**src/rtl/fft_sched_pkg.sv**
```systemverilog
// rtl/fft_sched_pkg.sv - shared widths, limits and FSM encoding for the FFT channel scheduler
package fft_sched_pkg;

    localparam int MAG_W          = 28;
    localparam int BIN_W          = 11;
    localparam int SAMPLE_W       = 16;
    localparam int HALF_LIMIT     = 1023;
    localparam int DEFAULT_NUM_CH = 4;

    typedef enum logic [1:0] {
        S_IDLE    = 2'd0,
        S_RUN     = 2'd1,
        S_REPORT  = 2'd2,
        S_RELEASE = 2'd3
    } state_t;

endpackage

```
**src/rtl/fft_channel_scheduler_if.sv**
```systemverilog
// rtl/fft_channel_scheduler_if.sv - channel request and FFT-side signal bundle
interface fft_channel_scheduler_if
    import fft_sched_pkg::*;
#(
    parameter int NUM_CH = DEFAULT_NUM_CH
);
    logic [NUM_CH-1:0]          ch_req;
    logic [NUM_CH*SAMPLE_W-1:0] ch_adc_data;
    logic [NUM_CH-1:0]          ch_adc_valid;
    logic [NUM_CH-1:0]          ch_grant;
    logic                       fft_enable;
    logic [SAMPLE_W-1:0]        fft_adc_input;
    logic                       fft_adc_valid;
    logic                       fft_ready_for_data;
    logic [MAG_W-1:0]           fft_magnitude;
    logic [BIN_W-1:0]           fft_bin_index;
    logic                       fft_magnitude_valid;
    logic                       fft_processing_done;
    logic [MAG_W-1:0]           peak_mag;
    logic [BIN_W-1:0]           peak_bin;
    logic [$clog2(NUM_CH)-1:0]  peak_ch;
    logic                       result_valid;
    logic                       busy;
    logic                       timeout_err;

    modport slave (
        input  ch_req, ch_adc_data, ch_adc_valid, fft_ready_for_data,
               fft_magnitude, fft_bin_index, fft_magnitude_valid, fft_processing_done,
        output ch_grant, fft_enable, fft_adc_input, fft_adc_valid,
               peak_mag, peak_bin, peak_ch, result_valid, busy, timeout_err
    );

    modport master (
        output ch_req, ch_adc_data, ch_adc_valid, fft_ready_for_data,
               fft_magnitude, fft_bin_index, fft_magnitude_valid, fft_processing_done,
        input  ch_grant, fft_enable, fft_adc_input, fft_adc_valid,
               peak_mag, peak_bin, peak_ch, result_valid, busy, timeout_err
    );

endinterface

```
**src/rtl/rr_arbiter.sv**
```systemverilog
// rtl/rr_arbiter.sv - round-robin pick of the first requester above the pointer
module rr_arbiter #(
    parameter int NUM_CH = 4,
    parameter int IDX_W  = $clog2(NUM_CH)
) (
    input  logic [NUM_CH-1:0] req,
    input  logic [IDX_W-1:0]  ptr,
    output logic [NUM_CH-1:0] grant,
    output logic [IDX_W-1:0]  idx
);

    logic             w_found;
    logic [IDX_W-1:0] w_cand;

    always_comb begin
        grant   = '0;
        idx     = '0;
        w_found = 1'b0;
        w_cand  = '0;
        // Search wraps from ptr+1 and ends at ptr itself, so the last winner goes last.
        for (int i = 1; i <= NUM_CH; i++) begin
            w_cand = IDX_W'((int'(ptr) + i) % NUM_CH);
            if (!w_found && req[w_cand]) begin
                w_found        = 1'b1;
                grant[w_cand]  = 1'b1;
                idx            = w_cand;
            end
        end
    end

endmodule

```
**src/rtl/fft_channel_scheduler.sv**
```systemverilog
// rtl/fft_channel_scheduler.sv - time-shares one FFT among ADC channels and reports per-frame peak
// Optional RUN watchdog enabled by FFT_SCHED_TIMEOUT_EN.
module fft_channel_scheduler
    import fft_sched_pkg::*;
#(
    parameter int NUM_CH         = DEFAULT_NUM_CH,
    parameter int TIMEOUT_CYCLES = 100000
) (
    input  logic                 clk,
    input  logic                 rst_n,
    fft_channel_scheduler_if.slave bus
);

    localparam int IDX_W = $clog2(NUM_CH);

    state_t             r_state, w_next;
    logic [IDX_W-1:0]   r_ptr, r_idx, w_arb_idx;
    logic [NUM_CH-1:0]  w_arb_grant;
    logic               w_any_req, w_accept, w_timeout, w_upd;
    logic               r_done_seen_low, r_rel_cnt;
    logic [MAG_W-1:0]   r_peak_acc, w_cand_mag, r_peak_mag;
    logic [BIN_W-1:0]   r_peak_bin_acc, w_cand_bin, r_peak_bin;
    logic [IDX_W-1:0]   r_peak_ch;
    logic [SAMPLE_W-1:0] w_sample;

    rr_arbiter #(.NUM_CH(NUM_CH), .IDX_W(IDX_W)) u_arb (
        .req   (bus.ch_req),
        .ptr   (r_ptr),
        .grant (w_arb_grant),
        .idx   (w_arb_idx)
    );

    assign w_any_req = |w_arb_grant;
    // A done level is only trusted once it has been seen low in this frame.
    assign w_accept  = (r_state == S_RUN) && bus.fft_processing_done && r_done_seen_low;
    assign w_upd     = bus.fft_magnitude_valid && (bus.fft_bin_index != '0)
                     && (bus.fft_bin_index <= BIN_W'(HALF_LIMIT))
                     && (bus.fft_magnitude > r_peak_acc);
    assign w_cand_mag = w_upd ? bus.fft_magnitude : r_peak_acc;
    assign w_cand_bin = w_upd ? bus.fft_bin_index : r_peak_bin_acc;

`ifdef FFT_SCHED_TIMEOUT_EN
    localparam int TO_W = $clog2(TIMEOUT_CYCLES + 1);
    logic [TO_W-1:0] r_to_cnt;

    always_ff @(posedge clk or negedge rst_n) begin
        if (!rst_n)                 r_to_cnt <= '0;
        else if (r_state == S_RUN)  r_to_cnt <= r_to_cnt + TO_W'(1);
        else                        r_to_cnt <= '0;
    end

    assign w_timeout = (r_state == S_RUN) && (r_to_cnt == TO_W'(TIMEOUT_CYCLES - 1));
`else
    assign w_timeout = 1'b0;
`endif

    always_ff @(posedge clk or negedge rst_n) begin
        if (!rst_n) r_state <= S_IDLE;
        else        r_state <= w_next;
    end

    always_comb begin
        w_next = r_state;
        case (r_state)
            S_IDLE:    if (w_any_req) w_next = S_RUN;
            S_RUN:     if (w_accept) w_next = S_REPORT;
                       else if (w_timeout) w_next = S_RELEASE;
            S_REPORT:  w_next = S_RELEASE;
            S_RELEASE: if (r_rel_cnt) w_next = S_IDLE;
            default:   w_next = S_IDLE;
        endcase
    end

    always_ff @(posedge clk or negedge rst_n) begin
        if (!rst_n) begin
            r_ptr           <= IDX_W'(NUM_CH - 1);
            r_idx           <= '0;
            r_done_seen_low <= 1'b0;
            r_rel_cnt       <= 1'b0;
            r_peak_acc      <= '0;
            r_peak_bin_acc  <= '0;
            r_peak_mag      <= '0;
            r_peak_bin      <= '0;
            r_peak_ch       <= '0;
        end else begin
            case (r_state)
                S_IDLE: if (w_any_req) begin
                    r_idx           <= w_arb_idx;
                    r_ptr           <= w_arb_idx;
                    r_done_seen_low <= 1'b0;
                    r_peak_acc      <= '0;
                    r_peak_bin_acc  <= '0;
                end
                S_RUN: begin
                    if (!bus.fft_processing_done) r_done_seen_low <= 1'b1;
                    r_peak_acc     <= w_cand_mag;
                    r_peak_bin_acc <= w_cand_bin;
                    if (w_accept) begin
                        r_peak_mag <= w_cand_mag;
                        r_peak_bin <= w_cand_bin;
                        r_peak_ch  <= r_idx;
                    end
                end
                S_REPORT:  r_rel_cnt <= 1'b0;
                S_RELEASE: r_rel_cnt <= ~r_rel_cnt;
                default:   r_rel_cnt <= 1'b0;
            endcase
        end
    end

    always_comb begin
        w_sample = '0;
        for (int k = 0; k < NUM_CH; k++) begin
            if (r_idx == IDX_W'(k)) w_sample = bus.ch_adc_data[k*SAMPLE_W +: SAMPLE_W];
        end
    end

    always_comb begin
        bus.ch_grant      = '0;
        bus.fft_enable    = 1'b0;
        bus.fft_adc_input = '0;
        bus.fft_adc_valid = 1'b0;
        if (r_state == S_RUN) begin
            bus.ch_grant[r_idx] = 1'b1;
            bus.fft_enable      = 1'b1;
            bus.fft_adc_input   = w_sample;
            bus.fft_adc_valid   = bus.ch_adc_valid[r_idx] && bus.fft_ready_for_data;
        end
        bus.result_valid = (r_state == S_REPORT);
        bus.busy         = (r_state != S_IDLE);
        bus.timeout_err  = w_timeout;
        bus.peak_mag     = r_peak_mag;
        bus.peak_bin     = r_peak_bin;
        bus.peak_ch      = r_peak_ch;
    end

endmodule

```
**src/flat_wrapper.sv**
```systemverilog
// flat-port wrapper written by rule: the top's interface ports become plain ports
module fft_channel_scheduler_flat import fft_sched_pkg::*;
#(
    parameter int NUM_CH         = DEFAULT_NUM_CH,
    parameter int TIMEOUT_CYCLES = 100000
)
  (clk, rst_n, bus_ch_req, bus_ch_adc_data, bus_ch_adc_valid, bus_fft_ready_for_data, bus_fft_magnitude, bus_fft_bin_index, bus_fft_magnitude_valid, bus_fft_processing_done, bus_ch_grant, bus_fft_enable, bus_fft_adc_input, bus_fft_adc_valid, bus_peak_mag, bus_peak_bin, bus_peak_ch, bus_result_valid, bus_busy, bus_timeout_err);
  fft_channel_scheduler_if #(.NUM_CH(NUM_CH)) bus_i ();
  input  logic clk;
  input  logic rst_n;
  input wire logic [$bits(bus_i.ch_req)-1:0] bus_ch_req;
  input wire logic [$bits(bus_i.ch_adc_data)-1:0] bus_ch_adc_data;
  input wire logic [$bits(bus_i.ch_adc_valid)-1:0] bus_ch_adc_valid;
  input wire logic [$bits(bus_i.fft_ready_for_data)-1:0] bus_fft_ready_for_data;
  input wire logic [$bits(bus_i.fft_magnitude)-1:0] bus_fft_magnitude;
  input wire logic [$bits(bus_i.fft_bin_index)-1:0] bus_fft_bin_index;
  input wire logic [$bits(bus_i.fft_magnitude_valid)-1:0] bus_fft_magnitude_valid;
  input wire logic [$bits(bus_i.fft_processing_done)-1:0] bus_fft_processing_done;
  output wire logic [$bits(bus_i.ch_grant)-1:0] bus_ch_grant;
  output wire logic [$bits(bus_i.fft_enable)-1:0] bus_fft_enable;
  output wire logic [$bits(bus_i.fft_adc_input)-1:0] bus_fft_adc_input;
  output wire logic [$bits(bus_i.fft_adc_valid)-1:0] bus_fft_adc_valid;
  output wire logic [$bits(bus_i.peak_mag)-1:0] bus_peak_mag;
  output wire logic [$bits(bus_i.peak_bin)-1:0] bus_peak_bin;
  output wire logic [$bits(bus_i.peak_ch)-1:0] bus_peak_ch;
  output wire logic [$bits(bus_i.result_valid)-1:0] bus_result_valid;
  output wire logic [$bits(bus_i.busy)-1:0] bus_busy;
  output wire logic [$bits(bus_i.timeout_err)-1:0] bus_timeout_err;
  assign bus_i.ch_req = bus_ch_req;
  assign bus_i.ch_adc_data = bus_ch_adc_data;
  assign bus_i.ch_adc_valid = bus_ch_adc_valid;
  assign bus_i.fft_ready_for_data = bus_fft_ready_for_data;
  assign bus_i.fft_magnitude = bus_fft_magnitude;
  assign bus_i.fft_bin_index = bus_fft_bin_index;
  assign bus_i.fft_magnitude_valid = bus_fft_magnitude_valid;
  assign bus_i.fft_processing_done = bus_fft_processing_done;
  assign bus_ch_grant = bus_i.ch_grant;
  assign bus_fft_enable = bus_i.fft_enable;
  assign bus_fft_adc_input = bus_i.fft_adc_input;
  assign bus_fft_adc_valid = bus_i.fft_adc_valid;
  assign bus_peak_mag = bus_i.peak_mag;
  assign bus_peak_bin = bus_i.peak_bin;
  assign bus_peak_ch = bus_i.peak_ch;
  assign bus_result_valid = bus_i.result_valid;
  assign bus_busy = bus_i.busy;
  assign bus_timeout_err = bus_i.timeout_err;
  fft_channel_scheduler #(.NUM_CH(NUM_CH), .TIMEOUT_CYCLES(TIMEOUT_CYCLES)) u_core (.clk(clk), .rst_n(rst_n), .bus(bus_i));
endmodule
```
**config.mk**
```make
export PLATFORM = sky130hd
export DESIGN_NAME = fft_channel_scheduler_flat
export DESIGN_NICKNAME = d
export VERILOG_FILES = /design/src/rtl/fft_sched_pkg.sv /design/src/rtl/fft_channel_scheduler_if.sv /design/src/rtl/rr_arbiter.sv /design/src/rtl/fft_channel_scheduler.sv /design/src/flat_wrapper.sv
export SDC_FILE = /design/constraint.sdc
export NUM_CORES = 1
export LEC_CHECK = 0
export ABC_AREA = 1
export CAP_MARGIN = 20
export CORE_UTILIZATION = 65
export DETAILED_ROUTE_END_ITERATION = 16
export DONT_BUFFER_PORTS = 1
export GPL_ROUTABILITY_DRIVEN = 0
export GPL_TIMING_DRIVEN = 0
export PLACE_DENSITY = 0.84
export SKIP_CTS_REPAIR_TIMING = 1
export SLEW_MARGIN = 25
export SYNTH_ARGS = -nofsm -noshare
export SYNTH_HDL_FRONTEND = slang
export SYNTH_SLANG_ARGS = --single-unit
```
**constraint.sdc**
```tcl
create_clock -name clk -period 3.3 [get_ports clk]
set_input_delay 0.66 -clock clk [delete_from_list [all_inputs] [get_ports clk]]
set_output_delay 0.66 -clock clk [all_outputs]
set_load 0.01 [all_outputs]
```
==> impl_metrics.tcl <==
set metrics [dict create \
    numPortBuffers 0 \
    ys_ff_latch 88 \
    ant_nets 0 \
    yosys-top-cells-area "dfrtp_1 38%, nand2_1 23%, nand3_1 9.2%, ha_1 8.8%, inv_1 4.2%" \
    drc_errors 0 \
    cp_cell_sequence "inv_1 > ha_1 > buf_2 > clkbuf_1 > nand2_1 > a31oi_2" \
    rows 33 \
    synth_area_per_cell_sq_um 7.00 \
    min_period_over_period 0.917 \
    yosys.cell_types.count 32 \
    die_w_microns 95.7 \
    grt_setup_unrepaired "no" \
    grt_max_degree 89 \
    cts_sinks 88 \
    worst_pin_slew_ns 0.863 \
    ys_seq_area_frac 0.386 \
    htreeDepth 3 \
    ir_worst_vdd_mv 0.471 \
    area_growth_syn_to_layout_pct 6.05 \
    antenna_found_initial 0 \
    grt_overflow 0 \
    drv_cap 0 \
    cts_made_buffers 9 \
    final_core_util 0.726 \
    status "complete, no violations" \
    cpPeakStageDelay_ns 0.49 \
    fin_skew_ns 0.0137 \
    grt_pass1_vias 5372 \
    synthTopCellsByCount "356 x nand2_1, 105 x nand3_1, 86 x dfrtp_1, 64 x inv_1, 40 x ha_1" \
    fin_hold_ws_ns 0.133 \
    setup-violations-final 0 \
    finalMaxSlewViolations 0 \
    synth_edf_count 0 \
    clk_transition_reported_paths_ns 0.09 \
    vias 5595 \
    relSlewSlack 0.420 \
    power_density_mw_per_mm2 839 \
    wire_per_inst_microns 17.5 \
    worstSetupPathType "reg2out" \
    worstPathRequired_ns 2.64 \
    hpwl_microns 11800 \
    initial_core_util 0.685 \
    num_io_pins 182 \
    root_buffer "clkbuf_8" \
    ys.flop_type "dfrtp_1" \
    leakagePower_nw 3.36 \
    hold_class "in2async" \
    synth_fp_nets 972 \
    die-area_sq_mm 0.00916 \
    totalNegativeSetupSlack_ns 0 \
    start_kind "flop" \
    cp.arrival_ns 2.37 \
    grt_pass1_wl_microns 25900 \
    post_synth_instance_area_sq_mm 0.00571 \
    synth_warnings 0 \
    clkLatencyLatePin_ns 0.36 \
    postPlaceCellArea_sq_mm 0.00584 \
    final-hold-violation-count 0 \
    vias_per_cell 5.96 \
    fmax_mhz 330 \
    grt_usage 0.380 \
    critPathMaxFanout 10 \
    fin_area_sq_mm 0.00606 \
    drive_above_1_share 0.0720 \
    core_area_sq_mm 0.00834 \
    routed_wl_microns 16400 \
    yosysTopAreaCell "dfrtp_1" \
    end_kind "output port" \
    cts_tree "yes" \
    synthCells 816 \
    async_reset_ff_frac 1.00 \
    rr_startpoint "u_core.r_ptr[1]" \
    clockBufferDepth 2 \
    synth.most_common_cell "nand2_1" \
    die_y_microns 95.7 \
    firstDrtPassIters 6 \
    critPathSlowestCell "a31oi_2" \
    cp-startpoint "u_core.r_state[1]" \
    min_period_ns 3.03 \
    synth_top_area_share 0.377 \
    initialDrtViolationCount 468 \
    nets 984 \
]
-- registers in the layout (all words and copies together), names as in the netlist --
| name | flops |
|---|---|
| u_core.r_state | 2 |
| u_core.r_peak_acc | 28 |
| u_core.r_ptr | 2 |
| u_core.bus.peak_mag | 28 |
| u_core.bus.peak_ch | 2 |
| u_core.r_peak_bin_acc | 11 |
| u_core.r_done_seen_low | 1 |
| u_core.r_rel_cnt | 1 |
| u_core.r_idx | 2 |
| u_core.bus.peak_bin | 11 |
-- cell families after synthesis --
group           share of synthesized area
other cells                      0.000657
buf+inv                            0.0844
flops                               0.386
fa+ha+maj                          0.0876
simple gates                        0.375
compound gates                     0.0662
-- placed cells by master (no fill, tap or decap), drive strengths merged, types with 2 or more instances in the layout --
| cell | n |
|---|---|
| o21a | 3 |
| nand3 | 107 |
| o22ai | 6 |
| o31ai | 6 |
| nand4 | 8 |
| nand2 | 372 |
| ha | 40 |
| inv | 67 |
| clkbuf | 30 |
| dfstp | 2 |
| o21ai | 21 |
| dfrtp | 86 |
| a21oi | 11 |
| nor2 | 26 |
| o211ai | 9 |
| o21bai | 2 |
| buf | 26 |
| clkinvlp | 4 |
-- critical path, delay by kind of cell (launching register included) --
kind | cells | cell delay (ns)
AOI/OAI and AO/OA | 1 | 0.49
and+or+nand+nor | 1 | 0.14
adders and majority gates | 1 | 0.25
buffers and inverters | 3 | 0.70
DFF | 1 | 0.42
-- cell type report --
type | instances | area [sq um]
multi-input cells | 618 | 3030
fillers | 678 | 2280
flip-flops and latches | 88 | 2200
inverters | 67 | 254
plain buffers | 43 | 228
clock buffers | 12 | 145
well taps | 105 | 131
clock inverters | 4 | 30.0
repair buffers | 1 | 27.5
diodes | 1 | 2.50
-- through the flow --
stage	total power [mW]	std cells	setup slack (ns)
final	5.08	939	0.274
after global routing	5.51	938	0.0428
after CTS	5.01	937	0.176
after detailed placement	4.32	921	0.575
after global placement	4.18	921	0.656
after floorplan	3.70	816	1.04
-- report_power, final --
group	switching, mW	internal, mW
clock network	0.395	0.295
logic	1.71	0.806
registers	0.414	1.46
total	2.52	2.56
-- path summary, 6_finish.rpt --
check | slack, ns | depth (start not counted) | to
max | 0.27 | 6 | bus_fft_adc_valid
min | 0.13 | 0 | u_core.r_ptr[0]
max reg2reg | 0.74 | 15 | u_core.r_peak_acc[26]
min reg2reg | 0.52 | 2 | u_core.r_peak_bin_acc[10]
max in group asynchronous | 2.79 | 1 | u_core.r_peak_acc[7]
min in group clk | 0.51 | 3 | u_core.r_done_seen_low
-- routing by layer --
layer,up-vias,GRT usage,share of wire
li1,2623,-,-
met1,2578,0.400,0.36
met2,308,0.613,0.48
met3,86,0.180,0.11
met4,0,0.240,0.061
met5,-,0,0
Power figures use the tool's default switching activity.
